===== src/rtl/sr_cmd_debounce.sv =====
// Command front end for the clocked S-R flip-flop: synchronizes and debounces two raw buttons,
// never drives S and R together. Define SR_PULSE_EN for single-cycle S/R pulses instead of levels.
module sr_cmd_debounce #(
    parameter int unsigned DEB_CYCLES = 4,
    parameter int unsigned CNT_W      = 16
) (
    input  logic clk,
    input  logic rst_n,
    input  logic btn_set,
    input  logic btn_rst,
    output logic S,
    output logic R,
    output logic conflict
);

    typedef enum logic [1:0] {
        ST_IDLE  = 2'd0,
        ST_SET   = 2'd1,
        ST_RESET = 2'd2,
        ST_LOCK  = 2'd3
    } state_t;

    localparam logic [CNT_W-1:0] CNT_LAST = CNT_W'(DEB_CYCLES - 1);
    localparam logic [CNT_W-1:0] CNT_ONE  = CNT_W'(1);
    localparam logic [CNT_W-1:0] CNT_ZERO = {CNT_W{1'b0}};

    logic             sync1_set_r, sync_set_r;
    logic             sync1_rst_r, sync_rst_r;
    logic             deb_set_r, deb_rst_r;
    logic [CNT_W-1:0] cnt_set_r, cnt_rst_r;
    state_t           state_r, state_s;
    logic             s_r, r_r, conflict_r;
    logic             s_nxt_s, r_nxt_s, conflict_nxt_s;

    // Two-flop synchronizers for both raw buttons
    always_ff @(posedge clk or negedge rst_n) begin
        if (!rst_n) begin
            sync1_set_r <= 1'b0;
            sync_set_r  <= 1'b0;
            sync1_rst_r <= 1'b0;
            sync_rst_r  <= 1'b0;
        end else begin
            sync1_set_r <= btn_set;
            sync_set_r  <= sync1_set_r;
            sync1_rst_r <= btn_rst;
            sync_rst_r  <= sync1_rst_r;
        end
    end

    // Set-channel debounce: the counter only runs while the input disagrees with the stable value
    always_ff @(posedge clk or negedge rst_n) begin
        if (!rst_n) begin
            deb_set_r <= 1'b0;
            cnt_set_r <= CNT_ZERO;
        end else if (sync_set_r == deb_set_r) begin
            cnt_set_r <= CNT_ZERO;
        end else if (cnt_set_r == CNT_LAST) begin
            deb_set_r <= sync_set_r;
            cnt_set_r <= CNT_ZERO;
        end else begin
            cnt_set_r <= cnt_set_r + CNT_ONE;
        end
    end

    // Reset-channel debounce, identical to the set channel
    always_ff @(posedge clk or negedge rst_n) begin
        if (!rst_n) begin
            deb_rst_r <= 1'b0;
            cnt_rst_r <= CNT_ZERO;
        end else if (sync_rst_r == deb_rst_r) begin
            cnt_rst_r <= CNT_ZERO;
        end else if (cnt_rst_r == CNT_LAST) begin
            deb_rst_r <= sync_rst_r;
            cnt_rst_r <= CNT_ZERO;
        end else begin
            cnt_rst_r <= cnt_rst_r + CNT_ONE;
        end
    end

    // Next-state logic; a release of the owning button always wins over a new press of the other
    always_comb begin
        state_s = state_r;
        case (state_r)
            ST_IDLE: begin
                if (deb_set_r && deb_rst_r) begin
                    state_s = ST_LOCK;
                end else if (deb_set_r) begin
                    state_s = ST_SET;
                end else if (deb_rst_r) begin
                    state_s = ST_RESET;
                end else begin
                    state_s = ST_IDLE;
                end
            end
            ST_SET: begin
                if (!deb_set_r) begin
                    state_s = ST_IDLE;
                end else if (deb_rst_r) begin
                    state_s = ST_LOCK;
                end else begin
                    state_s = ST_SET;
                end
            end
            ST_RESET: begin
                if (!deb_rst_r) begin
                    state_s = ST_IDLE;
                end else if (deb_set_r) begin
                    state_s = ST_LOCK;
                end else begin
                    state_s = ST_RESET;
                end
            end
            ST_LOCK: begin
                if (!deb_set_r && !deb_rst_r) begin
                    state_s = ST_IDLE;
                end else begin
                    state_s = ST_LOCK;
                end
            end
            default: state_s = ST_IDLE;
        endcase
    end

    // Output decode from the next state so outputs change on the same edge as the state
    always_comb begin
        s_nxt_s        = 1'b0;
        r_nxt_s        = 1'b0;
        conflict_nxt_s = (state_s == ST_LOCK);
`ifdef SR_PULSE_EN
        if (state_r == ST_IDLE) begin
            s_nxt_s = (state_s == ST_SET);
            r_nxt_s = (state_s == ST_RESET);
        end else begin
            s_nxt_s = 1'b0;
            r_nxt_s = 1'b0;
        end
`else
        s_nxt_s = (state_s == ST_SET);
        r_nxt_s = (state_s == ST_RESET);
`endif
    end

    // State and output registers
    always_ff @(posedge clk or negedge rst_n) begin
        if (!rst_n) begin
            state_r    <= ST_IDLE;
            s_r        <= 1'b0;
            r_r        <= 1'b0;
            conflict_r <= 1'b0;
        end else begin
            state_r    <= state_s;
            s_r        <= s_nxt_s;
            r_r        <= r_nxt_s;
            conflict_r <= conflict_nxt_s;
        end
    end

    assign S        = s_r;
    assign R        = r_r;
    assign conflict = conflict_r;

endmodule


===== config.mk =====
export PLATFORM = sky130hd
export DESIGN_NAME = sr_cmd_debounce
export DESIGN_NICKNAME = d
export VERILOG_FILES = /design/src/rtl/sr_cmd_debounce.sv
export SDC_FILE = /design/constraint.sdc
export NUM_CORES = 1
export LEC_CHECK = 0
export BUFFER_PORTS_ARGS = -buffer_cell sky130_fd_sc_hd__buf_2
export CAP_MARGIN = 10
export CORE_MARGIN = 2
export CORE_UTILIZATION = 50
export CTS_CLUSTER_SIZE = 16
export DETAILED_ROUTE_END_ITERATION = 6
export PLACE_DENSITY_LB_ADDON = 0.15
export SLEW_MARGIN = 10
export SYNTH_ARGS = -nofsm -noshare
export SYNTH_HDL_FRONTEND = slang
export SYNTH_SLANG_ARGS = --single-unit

===== constraint.sdc =====
create_clock -name clk -period 2.3 [get_ports clk]
set_clock_uncertainty 0.1 [all_clocks]
set_input_delay 0.23 -clock clk [delete_from_list [all_inputs] [get_ports clk]]
set_output_delay 0.23 -clock clk [all_outputs]
set_load 0.01 [all_outputs]

==> summary.txt <==
Status
  • Status: finished with violations
  • Failing checks: hold timing

Min path
  • Min-delay worst type: in2async

Timing
  • Slew HR: 0.381
  • Period minus WS final: 1.95 ns
  • Worst setup margin: 0.352 ns
  • RSZ-0062 raised after global routing: no
  • Worst Hold Slack: -0.0328 ns
  • Max Transition Viols Final: 0
  • Setup TNS: 0 ns
  • Fmax: between 500 and 600 MHz
  • Crit share post-route: 0.847
  • Slew @ Worst Pin: just over 0.9 ns
  • Setup violations, final: 0
  • Fin. Hold Viols: 43

Yosys
  • Post-synth top flop: dfrtp_1
  • Synthesized Nets: between 150 and 200
  • Async S/R FF share, synth: 1.00
  • Netlist cell types: 28
  • Avg Synthesized Cell Area: 11.3 sq um
  • Post-Synth XOR/XNOR Area: 0.124
  • Post-synth EDFFs: 0
  • Post-Syn Instances: 188
  • Adder-Cell Fraction of Synth Area: 0.0118
  • Post-Synth Simple-Gate Area: 0.309
  • Synth Warn #: 0
  • Main combinational cell family by area after synthesis: simple AND/OR/NAND/NOR gates
  • Multiplexer share of the synthesized area: 0.0106
  • Synth Register Bits: 43
  • Seq/Total Area, Yosys: 0.507
  • Synth Area in Compound Gates: 0.00944
  • Netlist Area Pre-Place: 2120 sq um

Global routing
  • Initial antenna violation count: 0
  • Total track usage: 0.164
  • Largest net degree at the start of global routing: 44
  • Gr ovfl total: 0
  • First-pass GRT wire length: 6290 microns
  • Vias in the first global route: ~1300

Final layout
  • Diodes inserted: 0
  • Layout cells sized above 1: 0.205
  • Final Instance Area: between 2000 and 2500 sq um
  • Final nets: 205
  • Area growth, synth to finish: 9.85%
  • Util after Layout: 0.578

Die
  • Die Area: between 4000 and 5000 sq um
  • Die extent in y: 69.1 microns
  • I/O pin count: 7
  • Row count: 23
  • Die width: 69.1 microns
  • Initial core utilization: 0.526
  • Floorplan core area: 4030 sq um

Worst setup path
  • FF-to-FF setup slack: roughly 0.35 ns
  • Worst reg2reg path startpoint: cnt_set_r[0]$_DFF_PN0_
  • Required time of the worst setup path: 2.37 ns
  • Crit Path Category: reg2reg
  • Slowest stage cell on the critical path: dfrtp_1
  • Worst r2r path cells: 5
  • CP delay by family, top: simple AND/OR/NAND/NOR gates
  • CP Launch Type: flop
  • CP max stage delay: 0.44 ns
  • CP endpoint kind: flop
  • R2r endpoint: cnt_set_r[5]$_DFF_PN0_
  • Worst-path maximum fanout: 15
  • Crit path DAT: between 2 and 2.5 ns
  • Critical path cell sequence: ha_1, nor4b_1, nand4_1, nand2_2, nor2_1
  • WP buf/inv: 0

Detailed routing
  • Antenna Nets Post-Route: 0
  • Drt total wl: 3550 microns
  • DR iter-0 viols: 79
  • First-pass DRT Iterations: 4
  • Vias/cell: 5.48
  • WL/cell: around 14 microns
  • Drc violations: 0
  • Vias after detailed routing: 1370

Clocking
  • CTS clock-pin slew for the worst setup and hold paths: 0.08 ns
  • CTS tree: done
  • PostCTS Resize Cnt: 0
  • Root buf cell: clkbuf_8
  • Num CTS Buffers: 5
  • Clock latency on the worst-skew pair: between 0.2 and 0.3 ns
  • Clock Path Buffers: 2
  • H-tree levels: 2
  • Clock sink count: 43

Place
  • DPL Wire Length: 2420 microns
  • Pre-CTS setup slack: 0.351 ns
  • Routability Congestion: 0.788
  • DP Area: 2180 sq um
  • PortBufs: 6

Power and ir drop
  • LEAKAGE: 1.01 nW
  • Max IR drop VDD: 0.000493 V
  • Power Dens Cells: 876 nW/um^2

Job
  • Max-cap viol count: 0
[cells in the final DEF, fill, tap and decap left out, types with 6 or more instances in the layout]
cell and n:
dfrtp_1 43, nor2_1 23, xnor2_1 22, nor2_2 13, nor3_1 11, nand3_1 10
xor2_1 8, nand4_1 6, nand2_1 6, inv_1 6, buf_2 6
[metal layers]
metal / vias to the layer above / routed length, microns / track usage
met5: - / 0 / 0
li1: 670 / - / -
met1: 676 / 1770 / 0.237
met2: 16 / 1610 / 0.229
met3: 8 / 86 / 0.0380
met4: 0 / 79 / 0.0850
[synth_stat cells (all sizes together), types with 4 or more instances]
library cell  count  area share
dfrtp            43        0.51
nor2             36       0.079
xnor2            22       0.091
nand4            12       0.070
nor3             11       0.026
nor4             11       0.063
nand3            10       0.024
nand2             8       0.017
xor2              8       0.033
inv               6       0.011
a21oi             4      0.0094
buf               4       0.017
[cell type report]
| class | count | area [sq um] |
|---|---|---|
| Clock buffer | 6 | 72.6 |
| Clock inverter | 2 | 60.1 |
| Fill cell | 344 | 1700 |
| Inverter | 6 | 22.5 |
| Multi-Input combinational cell | 135 | 986 |
| Sequential cell | 43 | 1080 |
| Tap cell | 50 | 62.6 |
| Timing Repair Buffer | 8 | 50.0 |
[worst max path at each step]
stage                           startpoint  slack, ns  cells after the start                      to
finish              cnt_set_r[0]$_DFF_PN0_       0.35                      5  cnt_set_r[5]$_DFF_PN0_
global route        cnt_set_r[0]$_DFF_PN0_       0.14                      5  cnt_set_r[4]$_DFF_PN0_
CTS                 cnt_set_r[0]$_DFF_PN0_       0.34                      5  cnt_set_r[5]$_DFF_PN0_
detailed placement  cnt_set_r[0]$_DFF_PN0_       0.35                      5  cnt_set_r[5]$_DFF_PN0_
global placement    cnt_set_r[0]$_DFF_PN0_       0.35                      5  cnt_set_r[4]$_DFF_PN0_
floorplan           cnt_set_r[0]$_DFF_PN0_       0.67                      6  cnt_set_r[8]$_DFF_PN0_
[stage by stage]
stage / power, W / cells / hold WS (ns)
2_1_floorplan: 0.00130 / 188 / -0.166
3_3_place_gp: 0.00135 / 240 / 0.232
3_5_place_dp: 0.00137 / 240 / 0.237
4_1_cts: 0.00207 / 250 / 0.0213
5_1_grt: 0.00217 / 250 / 0.0525
6_report: 0.00204 / 250 / -0.0328
[sequential cells by signal, indices dropped and copies added (netlist names)]
signal and flops:
cnt_rst_r 16, cnt_set_r 16, state_r 2, R 1
S 1, conflict 1, deb_rst_r 1, deb_set_r 1
sync1_rst_r 1, sync1_set_r 1, sync_rst_r 1, sync_set_r 1
[power breakdown]
part | switching (W) | internal (W) | total [W]
Sequential | 0.000113 | 0.000852 | 0.000965
Combinational | 0.000252 | 0.000135 | 0.000387
Clock | 0.000254 | 0.000434 | 0.000688
[cell families (layout without fill, tap and decap cells)]
group | after synthesis | after routing
AOI/OAI and AO/OA | 4 | 4
xor gates and xnor gates | 30 | 30
adders and majority gates | 2 | 2
buffers and inverters | 10 | 22
DFF | 43 | 43
muxes | 2 | 2
and+or+nand+nor | 97 | 97
[what timing repair did]
item                                    CTS  global route
endpoints found under the setup margin    0             0
endpoints found under the hold margin     2             0
setup buffers                             0             0
hold buffers                              2             0
Power figures use the tool's default switching activity.
